**src/rtl/hdbn_decode.sv**
```systemverilog
// HDBn line decoder: strips 000V / B00V zero-run substitutions from a ternary
// symbol stream, emits the recovered bits P_N accepts later, and counts code errors.
module hdbn_decode #(
  parameter int P_N         = 3,
  parameter int P_ERR_CNT_W = 16
) (
  input  logic                   i_clk,
  input  logic                   i_rst_n,
  input  logic [1:0]             i_code,
  input  logic                   i_code_vld,
  input  logic                   i_clr_cnt,
  output logic                   o_data,
  output logic                   o_data_vld,
  output logic                   o_err,
  output logic [P_ERR_CNT_W-1:0] o_err_cnt
);

  localparam int FILL_W = $clog2(P_N + 1);
  localparam logic [FILL_W-1:0] FILL_FULL = FILL_W'(P_N);

  // Symbol / polarity encoding; SYM_ZERO doubles as "no polarity seen yet".
  localparam logic [1:0] SYM_ZERO = 2'b00;
  localparam logic [1:0] SYM_ILL  = 2'b11;

  // Handshake: i_code is consumed on every cycle with i_code_vld=1 (no
  // back-pressure); o_data is valid only in the cycle o_data_vld=1.

  logic [P_N-1:0][1:0] win_sym;
  logic [P_N-1:0]      win_bit;
  logic [FILL_W-1:0]   fill;
  logic [1:0]          last_mark;
  logic [1:0]          last_viol;

  logic [1:0] sym;
  logic       illegal;
  logic       is_mark;
  logic       is_viol;
  logic       tail_zero;
  logic       all_zero;
  logic       viol_ok;
  logic       match_000v;
  logic       match_b00v;
  logic       code_err;
  logic       new_bit;
  logic       out_bit;

  always_comb begin
    illegal   = (i_code == SYM_ILL);
    sym       = illegal ? SYM_ZERO : i_code;
    is_mark   = (sym != SYM_ZERO);
    is_viol   = is_mark && (last_mark == sym);

    tail_zero = 1'b1;
    for (int i = 1; i < P_N; i++) begin
      if (win_sym[i] != SYM_ZERO) tail_zero = 1'b0;
    end
    all_zero  = tail_zero && (win_sym[0] == SYM_ZERO);

    // last_viol == SYM_ZERO (none yet) never equals a mark polarity.
    viol_ok    = (last_viol != sym);
    match_000v = is_viol && viol_ok && all_zero;
    match_b00v = is_viol && viol_ok && tail_zero && (win_sym[0] == sym);

    code_err = illegal || (is_viol && !match_000v && !match_b00v);
    new_bit  = is_mark && !match_000v && !match_b00v;
    // A matched B00V means the oldest entry was the balancing B pulse.
    out_bit  = win_bit[0] && !match_b00v;
  end

  always_ff @(posedge i_clk or negedge i_rst_n) begin
    if (!i_rst_n) begin
      win_sym    <= '0;
      win_bit    <= '0;
      fill       <= '0;
      last_mark  <= SYM_ZERO;
      last_viol  <= SYM_ZERO;
      o_data     <= 1'b0;
      o_data_vld <= 1'b0;
      o_err      <= 1'b0;
    end else begin
      o_data_vld <= 1'b0;
      o_err      <= 1'b0;
      if (i_code_vld) begin
        win_sym    <= {sym, win_sym[P_N-1:1]};
        win_bit    <= {new_bit, win_bit[P_N-1:1]};
        o_data     <= out_bit;
        o_data_vld <= (fill == FILL_FULL);
        o_err      <= code_err;
        if (fill != FILL_FULL) fill <= fill + FILL_W'(1);
        if (is_mark) last_mark <= sym;
        if (match_000v || match_b00v) last_viol <= sym;
      end
    end
  end

  // Clear has priority over a coincident error.
  always_ff @(posedge i_clk or negedge i_rst_n) begin
    if (!i_rst_n) begin
      o_err_cnt <= '0;
    end else if (i_clr_cnt) begin
      o_err_cnt <= '0;
    end else if (i_code_vld && code_err && (o_err_cnt != {P_ERR_CNT_W{1'b1}})) begin
      o_err_cnt <= o_err_cnt + P_ERR_CNT_W'(1);
    end
  end

endmodule
```
**config.mk**
```make
export PLATFORM = sky130hd
export DESIGN_NAME = hdbn_decode
export DESIGN_NICKNAME = d
export VERILOG_FILES = /design/src/rtl/hdbn_decode.sv
export SDC_FILE = /design/constraint.sdc
export NUM_CORES = 1
export LEC_CHECK = 0
export ABC_AREA = 1
export CAP_MARGIN = 20
export CORE_MARGIN = 2
export CORE_UTILIZATION = 26
export CTS_CLUSTER_DIAMETER = 120
export DETAILED_ROUTE_END_ITERATION = 10
export HOLD_SLACK_MARGIN = 0.08
export MAX_ROUTING_LAYER = met4
export PLACE_DENSITY = 0.45
export SETUP_SLACK_MARGIN = 0.15
export SYNTH_ARGS = -nofsm -noshare
export SYNTH_HDL_FRONTEND = slang
export SYNTH_SLANG_ARGS = --single-unit
```
**constraint.sdc**
```tcl
create_clock -name i_clk -period 1.5 [get_ports i_clk]
set_input_delay 0.3 -clock i_clk [delete_from_list [all_inputs] [get_ports i_clk]]
set_output_delay 0.3 -clock i_clk [all_outputs]
set_load 0.02 [all_outputs]
```
---- Word-level counts from Yosys, hierarchy flattened ----
Cells that the tools add are included.
W data, S select, Z words.
operators by class
  add/sub/neg operators ................... 2
  equality and inequality tests ........... 7
  muxes and demuxes ....................... 7
  reductions and logical operators ........ 25
operator list
  operator                 count
  $mux W16                 2
  $add A16 B1 Y16 const B  1
  $ne A16 B16 Y1 const B   1
  $logic_and A1 B1 Y1      13
  $reduce_bool A2 Y1       4
  $reduce_and A2 Y1        3
  $eq A2 B2 Y1             2
  $eq A2 B2 Y1 const B     2
  $mux W1                  4
  $add A2 B1 Y2 const B    1
  $logic_not A1 Y1         2
  $logic_not A2 Y1         1
  $logic_or A1 B1 Y1       2
  $mux W2                  1
  $ne A2 B2 Y1             1
  $ne A2 B2 Y1 const B     1
storage, ports and cells
  flip-flop bits (word level) ............. 34
  bits of input ports ..................... 6
  output and inout port bits .............. 19
  logic and storage cells ................. 52

---- Logic depth before layout (Yosys ltp) ----
  word-level depth ........................ 14
  gate-level depth with buffers ........... 16
  gate-level depth less buffers ........... 15

---- Worst setup path before layout ----
Ideal clock, no wire load.
  path kind ............................... flip-flop to flip-flop
  start point ............................. register o_err_cnt[0]
  end point ............................... register o_err_cnt[13]
  setup time .............................. 0.116 ns
  data arrival time ....................... 1.563 ns
  required time ........................... 1.384 ns
  setup slack ............................. -0.179 ns
  stages on the path, launching flop included .. 10
  buffers on the path ..................... 1
  clock period less this slack ............ 1.679 ns
  path through ............................ dfrtp_1 > ha_1 > nand3_2 > nor2_4 > nand4_2 > nand3_4 > nand2_4 > buf_12 > nand2_2 > nand2_2
between the ends
  word-level cells in the longest chain between the ends .. 3
  elaborated cells between the ends (all ways) .. 6
  classes of those cells .................. add/sub (1); eq/ne (1); mux (2); reduce/logical (2)
ends and longest elaborated chain
  item                                               RTL line  source
  start: declaration                                 15        output logic [P_ERR_CNT_W-1:0] o_err_cnt
  start signal: assignment                           103       o_err_cnt <= o_err_cnt + P_ERR_CNT_W'(1);
  $add A16 B1 Y16 or $ne A16 B16 Y1 (tied branches)  103, 102
  $mux W16 or $logic_and A1 B1 Y1 (tied branches)    102       end else if (i_code_vld && code_err && (o_err_cnt != {P_ERR_CNT_W{1'b1}})) begin
  $mux W16 or $reduce_bool A2 Y1 (tied branches)     -
Several ways; a longest one is shown, not always the timed one. The select of a mux whose other input is x is not followed.
A chain may end at the register's enable or synchronous reset.

---- Worst setup path in the final report ----
  start point ............................. input port i_code[0]
  end point ............................... register o_err_cnt[10]
between the ends
  word-level cells in the longest chain between the ends .. 13
  elaborated cells between the ends (all ways) .. 19
  classes of those cells .................. eq/ne (4); mux (1); reduce/logical (14)
ends and longest elaborated chain
  item                                                     RTL line  source
  start: declaration                                       9         input logic [1:0] i_code,
  $eq A2 B2 Y1                                             48        illegal = (i_code == SYM_ILL);
  $mux W2 *                                                49        sym = illegal ? SYM_ZERO : i_code;
  via sym[0]                                               34        logic [1:0] sym;
  $eq A2 B2 Y1 or $reduce_bool A2 Y1 (tied branches)       51, 50
  $logic_and A1 B1 Y1                                      51        is_viol = is_mark && (last_mark == sym);
  $logic_and A1 B1 Y1                                      61, 62
  $logic_and A1 B1 Y1 (on tied branches)                   61, 62
  $logic_not A1 Y1 or $logic_and A1 B1 Y1 (tied branches)  64, 62
  $logic_and A1 B1 Y1 or $logic_not A1 Y1 (tied branches)  64        code_err = illegal || (is_viol && !match_000v && !match_b00v);
  $logic_and A1 B1 Y1 *                                    64
  $logic_or A1 B1 Y1 *                                     64
  $logic_and A1 B1 Y1 * (2 in series)                      102
  $reduce_bool A2 Y1 (no source line) *                    -
Mark *: on every way through the listed nets, which the timed path passes. The rest lies on a longest branch.

==> impl_metrics.csv <==
group,metric,value,unit
detailed_routing,initialDrtViolationCount,67,
global_route,grt_pass1_wl,8710,µm
cts,cts_tree,"yes",
global_route,grt_usage,13.4,%
cts,htree_levels,2,
global_route,gr-total-overflow,0,
worst_setup_path,crit_arrival,1.82,ns
synthesis,synth_area,1990,µm²
power_and_ir_drop,switching_share,31.7,%
power_and_ir_drop,powerDensity,861,nW/µm²
placed_design,gp_congestion,0.777,
run_status,status,"finished, violations left",
placed_design,dp_slack,-0.824,ns
worst_setup_path,cp-start-kind,"input pin",
synthesis,ys_seq_area_share,42.8,%
sta,slew_headroom,78.2,%
power_and_ir_drop,p_int,1.82,mW
cts,cts-buffers-inserted,5,
floorplanning,core_area,7330,µm²
detailed_routing,viasPerCell,4.29,
worst_setup_path,worst_setup_path_end_kind,"flop",
power_and_ir_drop,switchingPower,0.845,mW
finish,final_cell_mix,"nand2_1, buf_4, nand2_2",
cts,insertion_delay,0.29,ns
cts,numClockSinks,34,
placed_design,place_hpwl,3420,µm
finish,drive_gt1_share,49.4,%
worst_setup_path,path_max_fanout,6,
detailed_routing,wl_per_cell,12.0,µm
hold_path,hp-class,"reg -> reg",
cts,path_clk_slew,0.08,ns
floorplanning,rows,31,
power_and_ir_drop,combPwrFrac,30.6,%
synthesis,syn-num-nets,261,
sta,setup_viol,16,
placed_design,io_buffer_count,24,
cts,root_buffer,"clkbuf_8",
synthesis,yosys.area.top_type_share,42.8,%
sta,finalMaxSlewViolations,0,
floorplanning,die_h,91.4,µm
sta,hold_viol,0,
floorplanning,initial_core_util,27.1,%
finish,nets,338,
detailed_routing,firstDrtPassIters,4,
synthesis,ys_warn_count,0,
run_status,violations,"negative setup slack",
finish,n_antenna_cell,0,
synthesis,syn_avg_cell_area,7.95,µm²
detailed_routing,drt_wl_total,5120,µm
detailed_routing,drcViolationCount,0,
sta,hold_slack,0.474,ns
power_and_ir_drop,vdd_drop_max,0.342,mV
synthesis,yosys.area.top_type,"dfrtp_1",
sta,fin_skew,0.00691,ns
global_route,grt_max_degree,35,
sta,max_freq,608,MHz
floorplanning,pin_count,25,
worst_setup_path,cp_data_required_time,1.68,ns
detailed_routing,ant_nets,0,
power_and_ir_drop,seqPwrFrac,42.0,%
global_route,antenna_found_initial,0,
sta,layout_setup_ws,-0.144,ns
synthesis,synth_seq_cells,34,
cts,clockBufferDepth,2,
finish,area.growth.synth_to_final,55.6,%
sta,finalCritPeriodShare,110,%
sta,rsz0062_at_grt,"true",
floorplanning,die_area,8360,µm²
detailed_routing,vias,1831,
synthesis,synth_cell_types,32,
sta,worst_slew_pin_slew,0.324,ns
synthesis,syn_inst,250,
floorplanning,die_x,91.4,µm
worst_setup_path,worstSetupPathType,"in -> reg",
finish,layout_commonest_cell,"nand2_1",
flow_run,drv_cap,0,
global_route,grt_pass1_vias,1860,
power_and_ir_drop,p_leak,1.47,nW
sta,min_period,1.64,ns
power_and_ir_drop,clkPwrFrac,27.4,%
synthesis,ys_top_cells_by_area,"dfrtp_1, nand2_1, nand2_2",
registers in the layout (all words and copies together) (netlist names), 2 cells and up:
name,flops
fill,2
win_sym,6
win_bit,3
last_viol,2
last_mark,2
o_err_cnt,16
layer usage:
layer | vias up | routed length [µm] | GRT usage (%)
li1 | 942 | - | -
met5 | - | 0 | -
met1 | 852 | 2340 | 16.7
met4 | 0 | 86 | 3.54
met3 | 9 | 156 | 2.74
met2 | 28 | 2530 | 22.1
cell families after synthesis:
group                      Yosys count  synth area share (%)
AOI/OAI and AO/OA                   21                  5.98
xor gates and xnor gates             8                  3.52
adders and majority gates            5                  3.15
buffers and inverters               35                  8.06
DFF                                 34                  42.8
muxes                                1                 0.566
and+or+nand+nor                    146                  35.9
layout make-up:
cell class / instances / area, µm²
clock buffers: 6 / 82.6
flip-flops and latches: 34 / 863
well taps: 99 / 124
inverters: 28 / 125
repair buffers: 76 / 684
clock inverters: 2 / 12.5
fillers: 757 / 4240
multi-input cells: 182 / 1200
stage by stage:
stage	setup TNS, ns	area (µm²)	utilization (%)	cells	total power [mW]
floorplan	-0.838	2060	-	250	1.52
global placement	-15.56	2650	36.2	402	1.78
detailed placement	-16.17	2650	36.2	402	1.78
CTS	-1.83	2950	40.2	423	2.65
global route	-3.54	3090	42.2	427	2.86
finish	-1.92	3090	42.2	427	2.66
cell usage after synthesis:
cell,number
nand2_1,61
dfrtp_1,34
inv_1,25
nand2_2,25
nor2_1,23
nand3_1,19
o21ai_0,12
ha_1,5
nor3_1,5
xnor2_1,5
a21oi_1,4
clkbuf_1,3
nor2_2,3
xor2_1,3
a211oi_1,2
inv_2,2
nand3_2,2
nor2_4,2
or2_2,2
a21oi_2,1
buf_12,1
buf_2,1
buf_4,1
buf_6,1
clkinv_1,1
mux2_2,1
nand2_4,1
nand3_4,1
nand4_2,1
nor3b_1,1
o22ai_1,1
o311ai_0,1
worst max-delay path: stages:
cell and delay, ns:
buf_6 0.09, buf_8 0.13, ha_4 0.18, buf_6 0.12, xnor2_2 0.12, nand2_1 0.08
nand2_1 0.07, nand2_2 0.07, nand2_2 0.06, nand2_2 0.07, nand3_4 0.13, buf_6 0.15
buf_6 0.13, nand3_1 0.08, nand2_2 0.05
power groups by stage:
stage	logic (mW)	clock network, mW	registers, mW
3_5_place_dp	0.647	0	1.13
6_report	0.815	0.729	1.12
4_1_cts	0.761	0.768	1.12
3_3_place_gp	0.640	0	1.14
5_1_grt	0.909	0.811	1.14
2_1_floorplan	0.365	0	1.16
worst paths after layout:
| check | start | endpoint | slack (ns) | depth (start not counted) |
|---|---|---|---|---|
| max in group asynchronous | i_rst_n | o_err_cnt[7]$_DFFE_PN0P_ | 0.78 | 3 |
| worst min register to register | win_bit[1]$_DFFE_PN0P_ | win_bit[0]$_DFFE_PN0P_ | 0.47 | 2 |
| worst max register to register | last_viol[1]$_DFFE_PN0P_ | o_err_cnt[10]$_DFFE_PN0P_ | -0.10 | 13 |
| min in group asynchronous | i_rst_n | last_mark[1]$_DFFE_PN0P_ | 0.51 | 3 |
| worst max-delay path | i_code[0] | o_err_cnt[10]$_DFFE_PN0P_ | -0.14 | 15 |
| worst min-delay path | win_bit[1]$_DFFE_PN0P_ | win_bit[0]$_DFFE_PN0P_ | 0.47 | 2 |
repair_timing:
item,CTS,global route
pin swaps,16,11
endpoints found under the hold margin,34,0
setup endpoints to repair,42,30
setup buffers,10,4
cloned,2,0
resized for setup,83,41
hold buffers,1,0
Power figures use the tool's default switching activity.
